==> src/rtl/arb_pkg.sv <==
// -----------------------------------------------------------------------------
// arb_pkg
//
// Shared types, sizes and helpers for the round-robin grant arbiter.
//
//   state_t    : ownership FSM encoding (IDLE, GRANT, GAP)
//   N_REQ      : number of requesters (8)
//   IDX_W      : width of a requester index (3)
//   rotate_req : rotates a request vector so that bit j of the result is
//                request (ptr + j) mod N_REQ. This turns the round-robin
//                search into a plain "lowest set bit wins" search.
// -----------------------------------------------------------------------------
package arb_pkg;

    localparam int N_REQ = 8;
    localparam int IDX_W = 3;

    typedef enum logic [1:0] {
        IDLE  = 2'd0,
        GRANT = 2'd1,
        GAP   = 2'd2
    } state_t;

    // Result bit j = r[(p + j) mod N_REQ].
    // Doubling the vector lets a single part-select perform the wrap.
    function automatic logic [N_REQ-1:0] rotate_req(
        input logic [N_REQ-1:0] r,
        input logic [IDX_W-1:0] p
    );
        logic [2*N_REQ-1:0] doubled;
        doubled = {r, r};
        return doubled[p +: N_REQ];
    endfunction

endpackage

==> src/rtl/onehot_dec.sv <==
// -----------------------------------------------------------------------------
// onehot_dec
//
// Combinational binary-to-one-hot decoder (3 -> 8). It feeds the grant
// register of the arbiter. It is a separate module so that other select paths
// can reuse exactly the same decode.
//
// Ports
//   idx    in  IDX_W  binary index
//   onehot out N_REQ  onehot[idx] = 1, all other bits 0
// -----------------------------------------------------------------------------
module onehot_dec
    import arb_pkg::*;
(
    input  logic [IDX_W-1:0] idx,
    output logic [N_REQ-1:0] onehot
);

    always_comb begin
        onehot = '0;
        onehot[idx] = 1'b1;
    end

endmodule

==> src/rtl/rr_grant_arbiter.sv <==
// -----------------------------------------------------------------------------
// rr_grant_arbiter
//
// Round-robin arbiter sharing one resource among 8 requesters. It drives a
// registered one-hot grant vector that serves as the downstream select/enable.
// Ownership is tracked by a three-state FSM:
//   IDLE  : nobody owns the resource
//   GRANT : one requester owns it, the hold counter runs
//   GAP   : one turnaround cycle with grant = 0 between any two owners
// An owner that keeps the resource for MAX_HOLD cycles is forcibly reclaimed.
// That reclaim is flagged by a one-cycle timeout pulse during the GAP cycle.
//
// Parameters
//   MAX_HOLD : maximum consecutive grant cycles per ownership (2..65535)
//   CNT_W    : hold counter width, 2**CNT_W > MAX_HOLD
//
// Ports
//   clk        in   1      clock, all state changes on the rising edge
//   rst        in   1      synchronous active-high reset
//   req        in   8      request vector, bit i = requester i wants the resource
//   rel        in   1      the current owner gives the resource back
//                          (sampled only in GRANT). `release` is a reserved
//                          word, so the port is named rel.
//   grant      out  8      registered one-hot grant, zero when nobody owns
//   grant_idx  out  3      registered index of the current or last owner
//   busy       out  1      high exactly while grant is non-zero
//   timeout    out  1      registered one-cycle pulse marking a forced reclaim
//   state_dbg  out  2      current FSM state, for observation only
//
// Handshake: req[i] is a level "valid" held by requester i. grant[i] is its
// "ready". The transfer is the whole interval in which both are high. The
// owner ends the interval by pulsing rel or by dropping req[i]. Either one is
// seen at the next rising edge, and grant drops after that edge. Only
// registered state drives the outputs. No input reaches an output
// combinationally.
// -----------------------------------------------------------------------------
module rr_grant_arbiter
    import arb_pkg::*;
#(
    parameter int MAX_HOLD = 16,
    parameter int CNT_W    = 16
) (
    input  logic             clk,
    input  logic             rst,
    input  logic [N_REQ-1:0] req,
    input  logic             rel,
    output logic [N_REQ-1:0] grant,
    output logic [IDX_W-1:0] grant_idx,
    output logic             busy,
    output logic             timeout,
    output state_t           state_dbg
);

    // -------------------------------------------------------------------------
    // State
    // -------------------------------------------------------------------------
    state_t           state;
    logic [IDX_W-1:0] ptr;      // highest-priority requester for the next search
    logic [CNT_W-1:0] hold_cnt; // grant cycles already completed by the current owner

    // -------------------------------------------------------------------------
    // Priority search
    // Rotate the requests so that ptr sits at bit 0. Find the lowest set bit,
    // then add ptr back. The 3-bit add wraps naturally mod 8.
    // -------------------------------------------------------------------------
    logic [N_REQ-1:0] req_rot;
    logic [IDX_W-1:0] win_off;
    logic [IDX_W-1:0] win_idx;
    logic [N_REQ-1:0] win_onehot;
    logic             any_req;

    always_comb begin
        req_rot = rotate_req(req, ptr);
        win_off = '0;
        // Scan downward so the lowest set bit is written last and wins.
        for (int j = N_REQ - 1; j >= 0; j--) begin
            if (req_rot[j]) begin
                win_off = IDX_W'(j);
            end
        end
        win_idx = ptr + win_off;
        any_req = |req;
    end

    onehot_dec u_dec (
        .idx    (win_idx),
        .onehot (win_onehot)
    );

    // -------------------------------------------------------------------------
    // End-of-grant conditions, evaluated in GRANT only
    // -------------------------------------------------------------------------
    logic owner_req;
    logic at_limit;
    logic grant_end;
    logic forced;

    always_comb begin
        owner_req = req[grant_idx];
        at_limit  = (hold_cnt == CNT_W'(MAX_HOLD - 1));
        grant_end = rel | ~owner_req | at_limit;
        // A voluntary end takes precedence. If the limit coincides with rel or
        // a dropped request, it is not reported as a reclaim.
        forced    = at_limit & ~rel & owner_req;
    end

    // -------------------------------------------------------------------------
    // FSM with registered outputs
    // -------------------------------------------------------------------------
    always_ff @(posedge clk) begin
        if (rst) begin
            state     <= IDLE;
            ptr       <= '0;
            hold_cnt  <= '0;
            grant     <= '0;
            grant_idx <= '0;
            busy      <= 1'b0;
            timeout   <= 1'b0;
        end else begin
            // timeout is a pulse. Only the forced-reclaim path raises it.
            timeout <= 1'b0;

            case (state)
                IDLE, GAP: begin
                    if (any_req) begin
                        state     <= GRANT;
                        grant_idx <= win_idx;
                        grant     <= win_onehot;
                        busy      <= 1'b1;
                        hold_cnt  <= '0;
                    end else begin
                        state <= IDLE;
                        grant <= '0;
                        busy  <= 1'b0;
                    end
                end

                GRANT: begin
                    if (grant_end) begin
                        // Always pass through GAP, so grant never moves
                        // straight from one owner to another.
                        state    <= GAP;
                        grant    <= '0;
                        busy     <= 1'b0;
                        ptr      <= grant_idx + IDX_W'(1);
                        hold_cnt <= '0;
                        timeout  <= forced;
                    end else begin
                        hold_cnt <= hold_cnt + CNT_W'(1);
                    end
                end

                default: begin
                    // Unreachable encoding: fall back to a safe, ownerless state.
                    state <= IDLE;
                    grant <= '0;
                    busy  <= 1'b0;
                end
            endcase
        end
    end

    assign state_dbg = state;

endmodule
==> config.mk <==
export PLATFORM = sky130hd
export DESIGN_NAME = rr_grant_arbiter
export DESIGN_NICKNAME = d
export VERILOG_FILES = /design/src/rtl/arb_pkg.sv /design/src/rtl/onehot_dec.sv /design/src/rtl/rr_grant_arbiter.sv
export SDC_FILE = /design/constraint.sdc
export NUM_CORES = 1
export LEC_CHECK = 0
export ABC_AREA = 1
export CAP_MARGIN = 20
export CORE_MARGIN = 2
export CORE_UTILIZATION = 56
export CTS_CLUSTER_DIAMETER = 60
export CTS_CLUSTER_SIZE = 12
export DETAILED_ROUTE_END_ITERATION = 10
export PLACE_DENSITY_LB_ADDON = 0.15
export SYNTH_ARGS = -nofsm -noshare
export SYNTH_HDL_FRONTEND = slang
export SYNTH_SLANG_ARGS = --single-unit
==> constraint.sdc <==
create_clock -name clk -period 8.45 [get_ports clk]
set_clock_uncertainty 0.15 [all_clocks]
set_input_delay 2.535 -clock clk [delete_from_list [all_inputs] [get_ports clk]]
set_output_delay 2.535 -clock clk [all_outputs]
set_load 0.005 [all_outputs]
==> results.yml <==
status:
  status: "finished clean"
grt:
  grt_first_pass_wirelength_um: 7976
  grt_max_degree: 20
  grt_antenna_before_repair: 0
  gr-usage-all-layers_pct: 24.06
  overflow: 0
  grt_pass1_vias: 1800
layout:
  n_antenna_cell: 0
  post-route-util_pct: 66.93
  layout.cells.non_filler: 382
  synthToLayoutAreaGrowth_pct: 16.91
  nets: 348
  nFillCells: 341
  drive_gt1_share_pct: 9.581
  finalInstanceArea_um2: 2414
timing:
  fmax_mhz: 196.4
  tightest_slew_ps: 692.5
  finalSetupTns_ps: 0
  slew-limit-headroom_pct: 53.69
  finalHoldViolations: 0
  rsz0062_at_grt: "no"
  period_share_pct: 60.25
  maxSlewViolCount: 0
  setup_viol: 0
  fin_crit_ps: 5091
  fin_hold_ws_ps: 316.2
placed_design:
  dp_hpwl_um: 3415
  place_inst: 374
  dpl-instance-area_um2: 2298
  gp_congestion: 0.8976
  io_buffers: 25
floorplanning:
  dieArea_um2: 4188
  die_h_um: 64.72
  die_width_um: 64.72
  start_util_pct: 57.25
  rows: 22
  core-area_um2: 3606
  io_pins: 26
setup_path:
  max_stage_delay_ps: 570
  crit_type: "in -> reg"
  cp_common_cell: "nand3_1"
  r2r-end: "grant[5]"
  worst-path-buf-inv: 2
  rrSetupSlack_ps: 5500
  path_cells: "clkdlybuf4s50_1 -> nand2_1 -> nand3_1 -> nand3_1 -> a31oi_1 -> o21ai_0 -> nand2_1 -> a21boi_0 -> ha_1 -> fa_1 -> xor2_1 -> inv_1 -> nand3_4 -> nand2_4 -> nand3_1 -> a21oi_1"
  cp_data_arrival_time_ps: 5080
  critical-path-top-delay-family: "simple AND/OR/NAND/NOR gates"
  timing.rr.start: "ptr[0]"
  cp_slowest_cell: "clkdlybuf4s50_1"
  cp_max_fo: 5
  required_ps: 8440
  critPathCaptureType: "register"
  start_kind: "primary input"
  rr_worst_depth: 17
cts:
  clk_path_buf_depth: 2
  cts_hold_buf: 0
  cts.clk_slew.worst_paths_ps: 60
  clock_latency_ps: 290
  cts_tree: "done"
  clkSinkCount: 33
  ctsResizeCount: 0
  postCtsSetupRepairBufs: 0
  cts_buffers: 5
  root_buffer: "clkbuf_8"
  cts-htree-levels: 2
drt:
  wl_per_cell_um: 11.90
  drtIter0Drc: 163
  vias: 2020
  dr.pass1.iters: 5
  final_antenna_net_count: 0
  routed_via_density: 5.288
  wirelength_um: 4547
  drc: 0
synthesis:
  synth_cells: 309
  synth_warnings: 0
  synth_cell_type_count: 36
  ys_top_cells_by_count: "78 x nand2_1, 35 x nand3_1, 33 x dfxtp_1"
  synth.avg_cell_area_um2: 6.681
  async_flop_share_pct: 0
  synth-seq-cells: 33
  synth_top_area_share_pct: 32.00
  synth_edf_count: 0
  synth_area_leader_cell: "dfxtp_1"
  synth.cell_area_um2: 2064
  yosys-top-cells-area: "dfxtp_1 32%, nand2_1 14%, nand3_1 8.5%"
  yosysSeqAreaShare_pct: 32.00
  synth_nets: 324
  synth_most_common_cell: "nand2_1"
  synthFlopType: "dfxtp_1"
power:
  power.static_leakage_uw: 0.0009455
  irDropWorstVdd_uv: 132.1
  powerDensity_nw_per_um2: 209.8
min_path:
  min_to: "grant[2]"
  hold_path_class: "reg -> reg"
  min_from: "grant[2]"
  hold_depth: 2
run:
  drv_cap: 0
-- final cells by class --
| class | count | area, µm² | share of cell area [%] |
|---|---|---|---|
| Multi-Input combinational cell | 236 | 1202 | 49.82 |
| Sequential cell | 33 | 660.6 | 27.37 |
| Timing Repair Buffer | 25 | 250.2 | 10.37 |
| Inverter | 32 | 125.1 | 5.184 |
| Clock buffer | 5 | 68.82 | 2.851 |
| Tap cell | 48 | 60.06 | 2.488 |
| Clock inverter | 3 | 46.29 | 1.918 |
-- stage by stage --
stage	power (µW)	worst slack [ps]
after floorplan	313.5	3866
after global placement	361.5	3129
after detailed placement	361.0	3104
after CTS	509.8	3388
after global routing	546.3	3111
final	506.3	3359
-- how the worst max path moves through the flow --
| stage | endpoint | depth (start not counted) | startpoint | slack, ps |
|---|---|---|---|---|
| after floorplan | grant_idx[2] | 16 | req[0] | 3870 |
| after global placement | grant[6] | 16 | req[1] | 3130 |
| after detailed placement | grant[6] | 16 | req[3] | 3100 |
| after CTS | grant[5] | 16 | req[3] | 3390 |
| after global routing | grant[0] | 14 | req[6] | 3110 |
| final | grant[5] | 16 | req[3] | 3360 |
-- placed cells by master (no fill, tap or decap), drive strengths merged, types with 2 or more instances in the layout --
master	n
a21oi	26
nor2	35
o21ai	18
o31ai	2
nand3	36
nand4	6
o22ai	2
xor2	6
clkbuf	5
nor3	5
nor4	2
dfxtp	33
nand2	88
inv	32
clkdlybuf4s50	25
ha	3
-- layer usage --
layer  up-vias  track usage [%]  part of all wire, %
met5         -                0                    0
met4         0            4.787                 0.62
met3         6            6.771                  6.0
met2        55            35.82                   41
met1       901            34.75                   52
li1       1058                -                    -
-- report_power, final --
| part | leakage, µW | switching [µW] | internal, µW |
|---|---|---|---|
| Clock | 0.0000543 | 59.6 | 88.2 |
| Combinational | 0.000623 | 104 | 69.1 |
| Sequential | 0.000268 | 17.1 | 168 |
-- worst reg2reg max path, stage by stage (launching register included) --
cell and delay (ps):
dfxtp_1 590, inv_6 100, nand2_1 100, nand3_1 90, nand3_1 110, nand2_1 80, a31oi_1 140, o21ai_0 90
nand2_1 60, a21boi_0 80, ha_1 190, fa_1 370, xor2_1 220, inv_1 100, nand3_4 130, nand2_4 70
nand3_1 70, a21oi_1 60
-- registers in the layout, indices dropped and copies added (netlist names) --
name       flops
state_dbg      2
grant_idx      3
hold_cnt      16
ptr            3
timeout        1
grant          8
-- logic make-up (layout without fill, tap and decap cells) --
group	Yosys count	count (layout)	share of synthesized area (%)
simple gates	174	174	38.42
compound gates	52	52	14.49
buf+inv	40	65	9.757
flops	33	33	32.00
xor+xnor	6	6	2.545
fa+ha+maj	4	4	2.788
(Power assumes the default switching activity.)
